<file path="src/rtl/queue_fifo_pkg.sv">
// Shared helpers for the parametrised FWFT queue: pointer-width derivation and
// the occupancy-from-pointers calculation.
package queue_pkg;

    function automatic int aw_of(input int depth);
        return $clog2(depth);
    endfunction

    // Occupancy implied by a write/read pointer pair that wraps modulo 2*depth.
    function automatic int unsigned ptr_diff(input int unsigned wptr,
                                             input int unsigned rptr,
                                             input int unsigned depth);
        return (wptr - rptr) % (2 * depth);
    endfunction

endpackage

</file>
<file path="src/rtl/queue_fifo_if.sv">
// Handshake/status bundle between a producer/consumer and queue_fifo.
// high_water is present only when QUEUE_FIFO_WATERMARK_EN is defined.
interface queue_fifo_if
    import queue_pkg::*;
#(
    parameter int WIDTH = 8,
    parameter int DEPTH = 8
);
    localparam int AW = aw_of(DEPTH);

    logic             push;
    logic             pop;
    logic             clear_err;
    logic [WIDTH-1:0] din;
    logic [WIDTH-1:0] dout;
    logic             full;
    logic             empty;
    logic             almost_full;
    logic             almost_empty;
    logic [AW:0]      count;
    logic             overflow;
    logic             underflow;
`ifdef QUEUE_FIFO_WATERMARK_EN
    logic [AW:0]      high_water;

    modport master (output push, pop, clear_err, din,
                    input  dout, full, empty, almost_full, almost_empty,
                           count, overflow, underflow, high_water);
    modport slave  (input  push, pop, clear_err, din,
                    output dout, full, empty, almost_full, almost_empty,
                           count, overflow, underflow, high_water);
`else
    modport master (output push, pop, clear_err, din,
                    input  dout, full, empty, almost_full, almost_empty,
                           count, overflow, underflow);
    modport slave  (input  push, pop, clear_err, din,
                    output dout, full, empty, almost_full, almost_empty,
                           count, overflow, underflow);
`endif
endinterface

</file>
<file path="src/rtl/queue_fifo_ptr.sv">
// Pointer, occupancy, status-flag and sticky-error control for queue_fifo.
// Optional peak-occupancy tracking under QUEUE_FIFO_WATERMARK_EN.
module queue_fifo_ptr
    import queue_pkg::*;
#(
    parameter int DEPTH    = 8,
    parameter int AF_LEVEL = DEPTH - 1,
    parameter int AE_LEVEL = 1,
    localparam int AW      = aw_of(DEPTH)
) (
    input  logic          clk,
    input  logic          reset,
    input  logic          push_i,
    input  logic          pop_i,
    input  logic          clear_err_i,
    output logic          wr_en_o,
    output logic [AW-1:0] widx_o,
    output logic [AW-1:0] ridx_o,
    output logic [AW:0]   count_o,
    output logic          full_o,
    output logic          empty_o,
    output logic          almost_full_o,
    output logic          almost_empty_o,
    output logic          overflow_o,
    output logic          underflow_o
`ifdef QUEUE_FIFO_WATERMARK_EN
   ,output logic [AW:0]   high_water_o
`endif
);
    localparam logic [AW:0] DEPTH_C = (AW+1)'(DEPTH);
    localparam logic [AW:0] AF_C    = (AW+1)'(AF_LEVEL);
    localparam logic [AW:0] AE_C    = (AW+1)'(AE_LEVEL);
    localparam logic [AW:0] ONE     = {{AW{1'b0}}, 1'b1};

    logic [AW:0] wptr_q, wptr_d, rptr_q, rptr_d, count_q, count_d;
    logic        ovf_q, ovf_d, unf_q, unf_d;
    logic        push_ok, pop_ok;

    // All status decodes come from registered count only: no push/pop paths.
    assign full_o         = (count_q == DEPTH_C);
    assign empty_o        = (count_q == '0);
    assign almost_full_o  = (count_q >= AF_C);
    assign almost_empty_o = (count_q <= AE_C);
    assign count_o        = count_q;
    assign overflow_o     = ovf_q;
    assign underflow_o    = unf_q;
    assign widx_o         = wptr_q[AW-1:0];
    assign ridx_o         = rptr_q[AW-1:0];

    // A pop frees the slot the write lands in, so push is legal when full.
    assign push_ok = push_i & (~full_o | pop_i);
    assign pop_ok  = pop_i & ~empty_o;
    assign wr_en_o = push_ok;

    always_comb begin
        wptr_d  = wptr_q;
        rptr_d  = rptr_q;
        count_d = count_q;
        ovf_d   = ovf_q;
        unf_d   = unf_q;
        if (push_ok) wptr_d = wptr_q + ONE;
        if (pop_ok)  rptr_d = rptr_q + ONE;
        case ({push_ok, pop_ok})
            2'b10:   count_d = count_q + ONE;
            2'b01:   count_d = count_q - ONE;
            default: count_d = count_q;
        endcase
        if (clear_err_i) begin
            ovf_d = 1'b0;
            unf_d = 1'b0;
        end
        if (push_i & full_o & ~pop_i) ovf_d = 1'b1;
        if (pop_i & empty_o)          unf_d = 1'b1;
    end

    always_ff @(posedge clk or posedge reset) begin
        if (reset) begin
            wptr_q  <= '0;
            rptr_q  <= '0;
            count_q <= '0;
            ovf_q   <= 1'b0;
            unf_q   <= 1'b0;
        end else begin
            wptr_q  <= wptr_d;
            rptr_q  <= rptr_d;
            count_q <= count_d;
            ovf_q   <= ovf_d;
            unf_q   <= unf_d;
        end
    end

`ifdef QUEUE_FIFO_WATERMARK_EN
    logic [AW:0] hw_q, hw_d;

    always_comb begin
        hw_d = hw_q;
        if (clear_err_i)          hw_d = count_q;
        else if (count_d > hw_q)  hw_d = count_d;
    end

    always_ff @(posedge clk or posedge reset) begin
        if (reset) hw_q <= '0;
        else       hw_q <= hw_d;
    end

    assign high_water_o = hw_q;
`endif

endmodule

</file>
<file path="src/rtl/queue_fifo.sv">
// Parametrised first-word-fall-through FIFO: register-array storage with a
// combinational head read. Optional high_water output under QUEUE_FIFO_WATERMARK_EN.
module queue_fifo
    import queue_pkg::*;
#(
    parameter int WIDTH    = 8,
    parameter int DEPTH    = 8,
    parameter int AF_LEVEL = DEPTH - 1,
    parameter int AE_LEVEL = 1,
    localparam int AW      = aw_of(DEPTH)
) (
    input  logic         clk,
    input  logic         reset,
    queue_fifo_if.slave  q
);
    logic [WIDTH-1:0] mem_q [DEPTH];
    logic             wr_en;
    logic [AW-1:0]    widx, ridx;

    queue_fifo_ptr #(
        .DEPTH    (DEPTH),
        .AF_LEVEL (AF_LEVEL),
        .AE_LEVEL (AE_LEVEL)
    ) u_ptr (
        .clk            (clk),
        .reset          (reset),
        .push_i         (q.push),
        .pop_i          (q.pop),
        .clear_err_i    (q.clear_err),
        .wr_en_o        (wr_en),
        .widx_o         (widx),
        .ridx_o         (ridx),
        .count_o        (q.count),
        .full_o         (q.full),
        .empty_o        (q.empty),
        .almost_full_o  (q.almost_full),
        .almost_empty_o (q.almost_empty),
        .overflow_o     (q.overflow),
        .underflow_o    (q.underflow)
`ifdef QUEUE_FIFO_WATERMARK_EN
       ,.high_water_o   (q.high_water)
`endif
    );

    // Storage is deliberately not reset; dout is stale while empty.
    always_ff @(posedge clk) begin
        if (wr_en) mem_q[widx] <= q.din;
    end

    assign q.dout = mem_q[ridx];

endmodule

</file>
<file path="src/flat_wrapper.sv">
// flat-port wrapper written by rule: the top's interface ports become plain ports
module queue_fifo_flat import queue_pkg::*;
#(
    parameter int WIDTH    = 8,
    parameter int DEPTH    = 8,
    parameter int AF_LEVEL = DEPTH - 1,
    parameter int AE_LEVEL = 1,
    localparam int AW      = aw_of(DEPTH)
)
  (clk, reset, q_push, q_pop, q_clear_err, q_din, q_dout, q_full, q_empty, q_almost_full, q_almost_empty, q_count, q_overflow, q_underflow);
  queue_fifo_if #(.WIDTH(WIDTH), .DEPTH(DEPTH)) q_i ();
  input  logic clk;
  input  logic reset;
  input wire logic [$bits(q_i.push)-1:0] q_push;
  input wire logic [$bits(q_i.pop)-1:0] q_pop;
  input wire logic [$bits(q_i.clear_err)-1:0] q_clear_err;
  input wire logic [$bits(q_i.din)-1:0] q_din;
  output wire logic [$bits(q_i.dout)-1:0] q_dout;
  output wire logic [$bits(q_i.full)-1:0] q_full;
  output wire logic [$bits(q_i.empty)-1:0] q_empty;
  output wire logic [$bits(q_i.almost_full)-1:0] q_almost_full;
  output wire logic [$bits(q_i.almost_empty)-1:0] q_almost_empty;
  output wire logic [$bits(q_i.count)-1:0] q_count;
  output wire logic [$bits(q_i.overflow)-1:0] q_overflow;
  output wire logic [$bits(q_i.underflow)-1:0] q_underflow;
  assign q_i.push = q_push;
  assign q_i.pop = q_pop;
  assign q_i.clear_err = q_clear_err;
  assign q_i.din = q_din;
  assign q_dout = q_i.dout;
  assign q_full = q_i.full;
  assign q_empty = q_i.empty;
  assign q_almost_full = q_i.almost_full;
  assign q_almost_empty = q_i.almost_empty;
  assign q_count = q_i.count;
  assign q_overflow = q_i.overflow;
  assign q_underflow = q_i.underflow;
  queue_fifo #(.WIDTH(WIDTH), .DEPTH(DEPTH), .AF_LEVEL(AF_LEVEL), .AE_LEVEL(AE_LEVEL)) u_core (.clk(clk), .reset(reset), .q(q_i));
endmodule
</file>
<file path="config.mk">
export PLATFORM = sky130hd
export DESIGN_NAME = queue_fifo_flat
export DESIGN_NICKNAME = d
export VERILOG_FILES = /design/src/rtl/queue_fifo_pkg.sv /design/src/rtl/queue_fifo_if.sv /design/src/rtl/queue_fifo_ptr.sv /design/src/rtl/queue_fifo.sv /design/src/flat_wrapper.sv
export SDC_FILE = /design/constraint.sdc
export NUM_CORES = 1
export LEC_CHECK = 0
export BUFFER_PORTS_ARGS = -buffer_cell sky130_fd_sc_hd__buf_2
export CORE_MARGIN = 2
export CORE_UTILIZATION = 35
export CTS_CLUSTER_DIAMETER = 80
export CTS_CLUSTER_SIZE = 28
export DETAILED_ROUTE_END_ITERATION = 6
export PLACE_DENSITY = 0.52
export SLEW_MARGIN = 20
export SYNTH_ARGS = -nofsm -noshare
export SYNTH_HDL_FRONTEND = slang
export SYNTH_SLANG_ARGS = --single-unit
export TNS_END_PERCENT = 20
</file>
<file path="constraint.sdc">
create_clock -name clk -period 2.6 [get_ports clk]
set_input_delay 0.13 -clock clk [delete_from_list [all_inputs] [get_ports clk]]
set_output_delay 0.13 -clock clk [all_outputs]
set_load 0.02 [all_outputs]
</file>
==> impl_results.md, run 1 <==
* Outcome: completed
* Period Utilization, post-route at between 90% and 100%
* CTS max path bufs at 2
* GR Overflow Total at 0
* Die Span X at a little under 100 µm
* Die Y at around 99 µm
* Leakage at around 1.5 nW
* Vias per cell at around 4.9
* Crit path launch type: register
* Critical path start-end classification: reg -> reg
* Core area at 0.00876 mm²
* GRT Overall Usage at 12.8%
* FFs w/ async S/R, synth at between 15 and 20%
* Reg2Reg Depth at 8
* Crit path from: u_core.u_ptr.count_o[0]
* Syn-to-layout area delta at 20.3%
* Actual slew at the worst max-slew pin at 0.790 ns
* Die area at between 0.009 and 0.01 mm²
* CTS resizes at 0
* Synth Area per Inst at roughly 20 µm²
* Hpwl dp at about 4.1 mm
* Global-route wire length before repair at between 9 and 10 mm
* CTS tree: yes
* Syn Nets at around 180
* DRC violations left at 0
* Pin count of the biggest net entering global routing at 18
* GP Congestion at 0.870
* Commonest non-fill, non-tap cell in the layout: edfxtp_1
* Nets at 237
* Fmax achieved at between 400 and 500 MHz
* # IOs at 31
* First drt pass iteration count at 4
* Proportion of layout cells with a drive suffix above 1 at about a third
* Seq/Total Area, Yosys at 70.1%
* Slew HR at a little under half
* Clock Sinks at 76
* Mapped cell area at 0.00317 mm²
* Max Cap Viol at 0
* FF-to-FF Start: u_core.u_ptr.count_o[0]
* CTS buffer count at 9
* Reg-to-reg slack, setup at between 0.2 and 0.25 ns
* Ys flop type: edfxtp_1
* Cells after Synth at about 160
* Hold buffer count at CTS at 2
* Fin Setup TNS at 0 ns
* Tmin final at 2.35 ns
* PD cells at between 1000 and 1500 mW/mm²
* Setup Skew at ~0.0064 ns
* Num rows at 34
* Worst EP required at roughly 2.9 ns
* EDFF count, synth at 64
* Antenna Nets Post-Route at 0
* YS warnings at 0
* # setup viols final at 0
* Initial antenna violation count at 0
* Hold Path Class: in -> reg
* CP Max Fanout at 7
* Critical Path AT at ~2.6 ns
* Initial DRC Count at 63
* WL per Instance at 17.8 µm
* Root buf cell: clkbuf_8
* Synth unique cells at 29
* Initial Util at 36.2%
* Postcts setup bufs at 0
* Clk_lat worst skew at between 0.3 and 0.4 ns
* Final Hold Viols at 0
* Drt total wl at approximately 5.9 mm
* Vias in the first global route at roughly 1700
* Commonest non-fill, non-tap cells in the layout: edfxtp_1, buf_2, mux4_1, buf_4, dfrtp_1
* Pins over their slew limit at 0
* Vias at about 1600
* ANT cells at 0
* Worst VDD drop at 0.590 mV
* Worst setup path end: u_core.u_ptr.count_o[3]
* CTS HTree Levels at 3
* Fill cells at approximately 780
* RSZ-0062 raised after global routing: false
* Clk slew on worst S/H paths at ~0.080 ns
* CP endpoint kind: register
* Reg-to-reg endpoint: u_core.u_ptr.count_o[3]
* Port bufs at 30
* #FFs+latches synth at 76
* Final Util at between 40% and 50%
-- power breakdown --
part           internal, mW  switching, mW  total [mW]
clock                 0.731          0.419        1.15
sequential             1.56          0.227        1.79
combinational         0.692          0.718        1.41
-- Yosys cell counts (3+ instances only) --
cell | n | area (µm²)
nor2_1 | 8 | 30.0
xnor2_1 | 6 | 52.6
nand3_1 | 3 | 15.0
nor3_1 | 3 | 15.0
nand2_1 | 5 | 18.8
mux4_1 | 16 | 420
edfxtp_1 | 64 | 1920
dfrtp_1 | 12 | 300
inv_1 | 8 | 30.0
ha_1 | 7 | 87.6
mux2_2 | 10 | 113
-- kinds of logic after synthesis --
family / count (synthesis) / share of synthesized area [%]
XOR/XNOR: 8 / 2.21
AO/OA/AOI/OAI: 5 / 0.907
multiplexers: 27 / 17.1
AND/OR/NAND/NOR: 27 / 4.62
buffers and inverters: 13 / 2.33
adder cells (fa/ha/maj): 7 / 2.76
flip-flops: 76 / 70.1
-- worst min path at each step --
| stage | to | start | cells after the start |
|---|---|---|---|
| after floorplan | u_core.u_ptr.count_o[0] | reset | 1 |
| after global placement | u_core.u_ptr.underflow_o | reset | 2 |
| after detailed placement | u_core.u_ptr.underflow_o | reset | 2 |
| after CTS | u_core.mem_q[2][5] | q_din[5] | 1 |
| after global routing | u_core.mem_q[2][5] | q_din[5] | 1 |
| final | u_core.mem_q[2][5] | q_din[5] | 1 |
-- per-stage QoR --
step	area [µm²]	std cells	setup WS [ns]	hold WS, ns	power (mW)
final	3820	330	0.246	0.0429	4.35
after global routing	3820	330	0.0692	0.0380	4.57
after CTS	3820	330	0.242	0.0254	4.42
after detailed placement	3530	312	0.254	0.179	3.26
after global placement	3530	312	0.404	0.157	3.19
after floorplan	3170	163	0.385	-0.00530	2.79
-- state kept, by name (all words and copies together), names as in the netlist --
register	count
u_core.u_ptr.wptr_q	3
u_core.u_ptr.count_o	4
u_core.u_ptr.rptr_q	3
u_core.mem_q	64
u_core.u_ptr.overflow_o	1
u_core.u_ptr.underflow_o	1
-- cell type report --
| type | instances | area [µm²] | share of cell area [%] |
|---|---|---|---|
| multi-input cells | 74 | 876 | 23.0 |
| flip-flops and latches | 76 | 2220 | 58.2 |
| repair buffers | 48 | 290 | 7.61 |
| clock inverters | 7 | 139 | 3.64 |
| clock buffers | 9 | 124 | 3.25 |
| well taps | 108 | 135 | 3.54 |
| inverters | 8 | 30.0 | 0.787 |
-- per-layer routing --
layer	part of all wire, %	vias up	track usage [%]
li1	-	755	-
met1	45	813	15.7
met3	3.3	9	2.81
met4	2.0	0	6.95
met2	50	30	21.0
met5	0	-	0
-- critical path, stage by stage (launching register included) --
cell	delay (ns)
dfrtp_1	0.47
inv_1	0.12
ha_1	0.19
nand4bb_1	0.22
nand2_1	0.21
ha_1	0.26
or4b_1	0.46
a21oi_1	0.19
xor2_1	0.15
Note: power is estimated with default switching activity, not from simulation.
==> run 2, diff against run 1 <==
- ABC_AREA: not set -> 1
==> impl_results.md, run 2 <==
* Outcome: completed
* First drt pass iteration count at 4
* Share of the synthesized area in the top cell type at 55.0%
* Hold Path Class: in -> reg
* FF-to-FF Start: u_core.u_ptr.count_o[0]
* Nets at around 440
* EDFF count, synth at between 60 and 70
* Num rows at 36
* Cells after Synth at between 300 and 400
* Postcts setup bufs at 0
* Commonest non-fill, non-tap cell in the layout: nand2_1
* Global-route wire length before repair at between 10 and 15 mm
* GRT Overall Usage at between 10% and 20%
* Non-Filler Instances at roughly 560
* Mapped cell area at about 0.0035 mm²
* Seq/Total Area, Yosys at 63.6%
* Max reg flops at 64
* # setup viols final at 0
* Worst VDD drop at ~0.58 mV
* Mux cell area share after synthesis at 0%
* Synth unique cells at 21
* CTS HTree Levels at 3
* Crit path from: u_core.u_ptr.count_o[0]
* Fin worst setup slack at approximately 0.6 ns
* Setup Skew at ~0.0075 ns
* ANT cells at 0
* Tmin final at 2.01 ns
* Xor and xnor area share after synthesis at under 10%
* Yosys top cell by area: edfxtp_1
* Die Span X at a little over 100 µm
* Most numerous cell in the Yosys netlist: nand2_1
* Pin count of the biggest net entering global routing at 45
* Die Y at just over 100 µm
* Port bufs at 30
* Hold_sp: q_din[4]
* Worst EP required at ~2.8 ns
* CP endpoint kind: register
* Period Utilization, post-route at 77.4%
* Fin Setup TNS at 0 ns
* Initial Util at between 30% and 40%
* Final Power at approximately 4.6 mW
* Cell Count Post-Placement at around 540
* Core area at slightly below 0.01 mm²
* Post-Synth Simple-Gate Area at about a quarter
* Sw Ratio at roughly 39%
* Cell repeated most along the worst path: inv_1
* Leading post-synthesis cells by cell area: edfxtp_1, nand2_1, dfrtp_1
* Proportion of layout cells with a drive suffix above 1 at between 10% and 20%
* WL per Instance at 12.8 µm
* Post-Synth Adder-Cell Area at under 10%
* Root buf cell: clkbuf_8
* Final Util at a little over two fifths
* Commonest non-fill, non-tap cells in the layout: nand2_1, nor2_1, edfxtp_1, inv_1, buf_2
* CTS max path bufs at 2
* Leakage at roughly 1.9 nW
* Worst hold margin at between 0.05 and 0.06 ns
* Crit path launch type: register
* Hold buffer count at CTS at 2
* Synth Area per Inst at about 9.4 µm²
* Fmax achieved at a little under 500 MHz
* # IOs at 31
* Ys flop type: edfxtp_1
* RSZ-0062 raised after global routing: false
* CTS resizes at 0
* Final Cell Area at 0.00409 mm²
* Vias at between 2000 and 2500
* Post-synthesis compound-gate area fraction at ~1.1%
* Worst path slowest cell: dfrtp_1
* Vias in the first global route at ~2300
* Hpwl dp at ~4.6 mm
* Placed Area at roughly 0.0038 mm²
* Clock Sinks at 76
* FFs w/ async S/R, synth at between 15 and 20%
* Actual slew at the worst max-slew pin at between 0.4 and 0.5 ns
* Initial DRC Count at 79
* DRC violations left at 0
* Setup WS pre-CTS at 0.592 ns
* YS warnings at 0
* Syn Nets at approximately 400
* CTS tree: yes
* Slew HR at around 68%
* Largest family of logic cells by synthesized area: simple AND/OR/NAND/NOR gates
* Antenna Nets Post-Route at 0
* Syn-to-layout area delta at 17.2%
* Vias per cell at around 4.3
* Drt total wl at between 7 and 8 mm
* Most common library cells after synthesis: nand2_1, nor2_1, edfxtp_1
* GR Overflow Total at 0
* Worst-path cell chain: inv_1 -> ha_1 -> nand2_1 -> nor2_2 -> nand2_1 -> nand2_2 -> ha_1 -> inv_1 -> nand3_1 -> xor2_1 -> inv_1
* #FFs+latches synth at 76
* GP Congestion at about 0.83
* Critical Path AT at between 2 and 2.5 ns
* Register bank with the most flops: u_core.mem_q
* CTS buffer count at 9
* Critical path start-end classification: reg -> reg
* Max Cap Viol at 0
* CP Max Fanout at 9
* Clock power frac at around 23%
* Die area at between 0.01 and 0.015 mm²
* Pins over their slew limit at 0
* Clk_lat worst skew at 0.34 ns
* Switching Power at between 1.5 and 2 mW
* CP peak stage delay at ~0.45 ns
* Clk slew on worst S/H paths at 0.07 ns
* Initial antenna violation count at 0
* Internal at ~2.8 mW
* Gate power share at between 40% and 50%
* Final Hold Viols at 0
* Seq pwr share at a little under two fifths
* PD cells at between 1000 and 1500 mW/mm²
[run 2: cell types whose count changed in the layout (fill, tap and decap cells not counted), sizes merged, moves of 3 or more]
| cell | delta |
|---|---|
| o21ai | +3 |
| mux2 | -10 |
| nand3 | +3 |
| buf | -3 |
| nor2 | +62 |
| mux4 | -16 |
| nand2 | +128 |
| inv | +44 |
[run 2: cell type report]
type	instances	area [µm²]
tap	133	166
fill	994	5640
inverter	53	199
clock buffer	11	131
timing repair buffer	45	280
multi-input combinational	233	993
sequential	76	2220
clock inverter	5	100
[run 2: metal layers]
metal / routed length [µm] / track usage [%]
met1: 3320 / 18.9
met2: 3450 / 24.2
met3: 310 / 3.45
met4: 65 / 4.63
met5: 0 / 0
[run 2: path summary, 6_finish.rpt]
path / end / slack (ns) / depth (start not counted)
setup / recovery: u_core.u_ptr.count_o[2] / 0.59 / 11
hold / removal: u_core.mem_q[5][4] / 0.06 / 1
setup reg to reg: u_core.u_ptr.count_o[2] / 0.59 / 11
hold reg to reg: u_core.u_ptr.wptr_q[0] / 0.53 / 2
max in group asynchronous: u_core.u_ptr.rptr_q[0] / 1.90 / 3
min in group asynchronous: u_core.u_ptr.overflow_o / 0.34 / 3
[run 2: cells by family (layout without fill, tap and decap cells)]
kind of cell    count (synthesis)  after routing
xor+xnor                        5              5
compound gates                  7              7
fa+ha+maj                       7              7
simple gates                  214            214
buf+inv                        64            114
flops                          76             76
[run 2: critical path: cells and delay by family, from the launching register on]
family | cells | cell delay (ns)
adders and majority gates | 2 | 0.59
and+or+nand+nor | 5 | 0.47
xor gates and xnor gates | 1 | 0.13
buffers and inverters | 3 | 0.27
DFF | 1 | 0.45
[run 2: power groups by stage]
stage               clock network (mW)  registers, mW  logic [mW]
finish                            1.04           1.71        1.85
global route                      1.11           1.75        2.12
detailed placement                   0           1.74        1.87
CTS                               1.07           1.71        1.88
floorplan                            0           1.70        1.35
global placement                     0           1.73        1.86
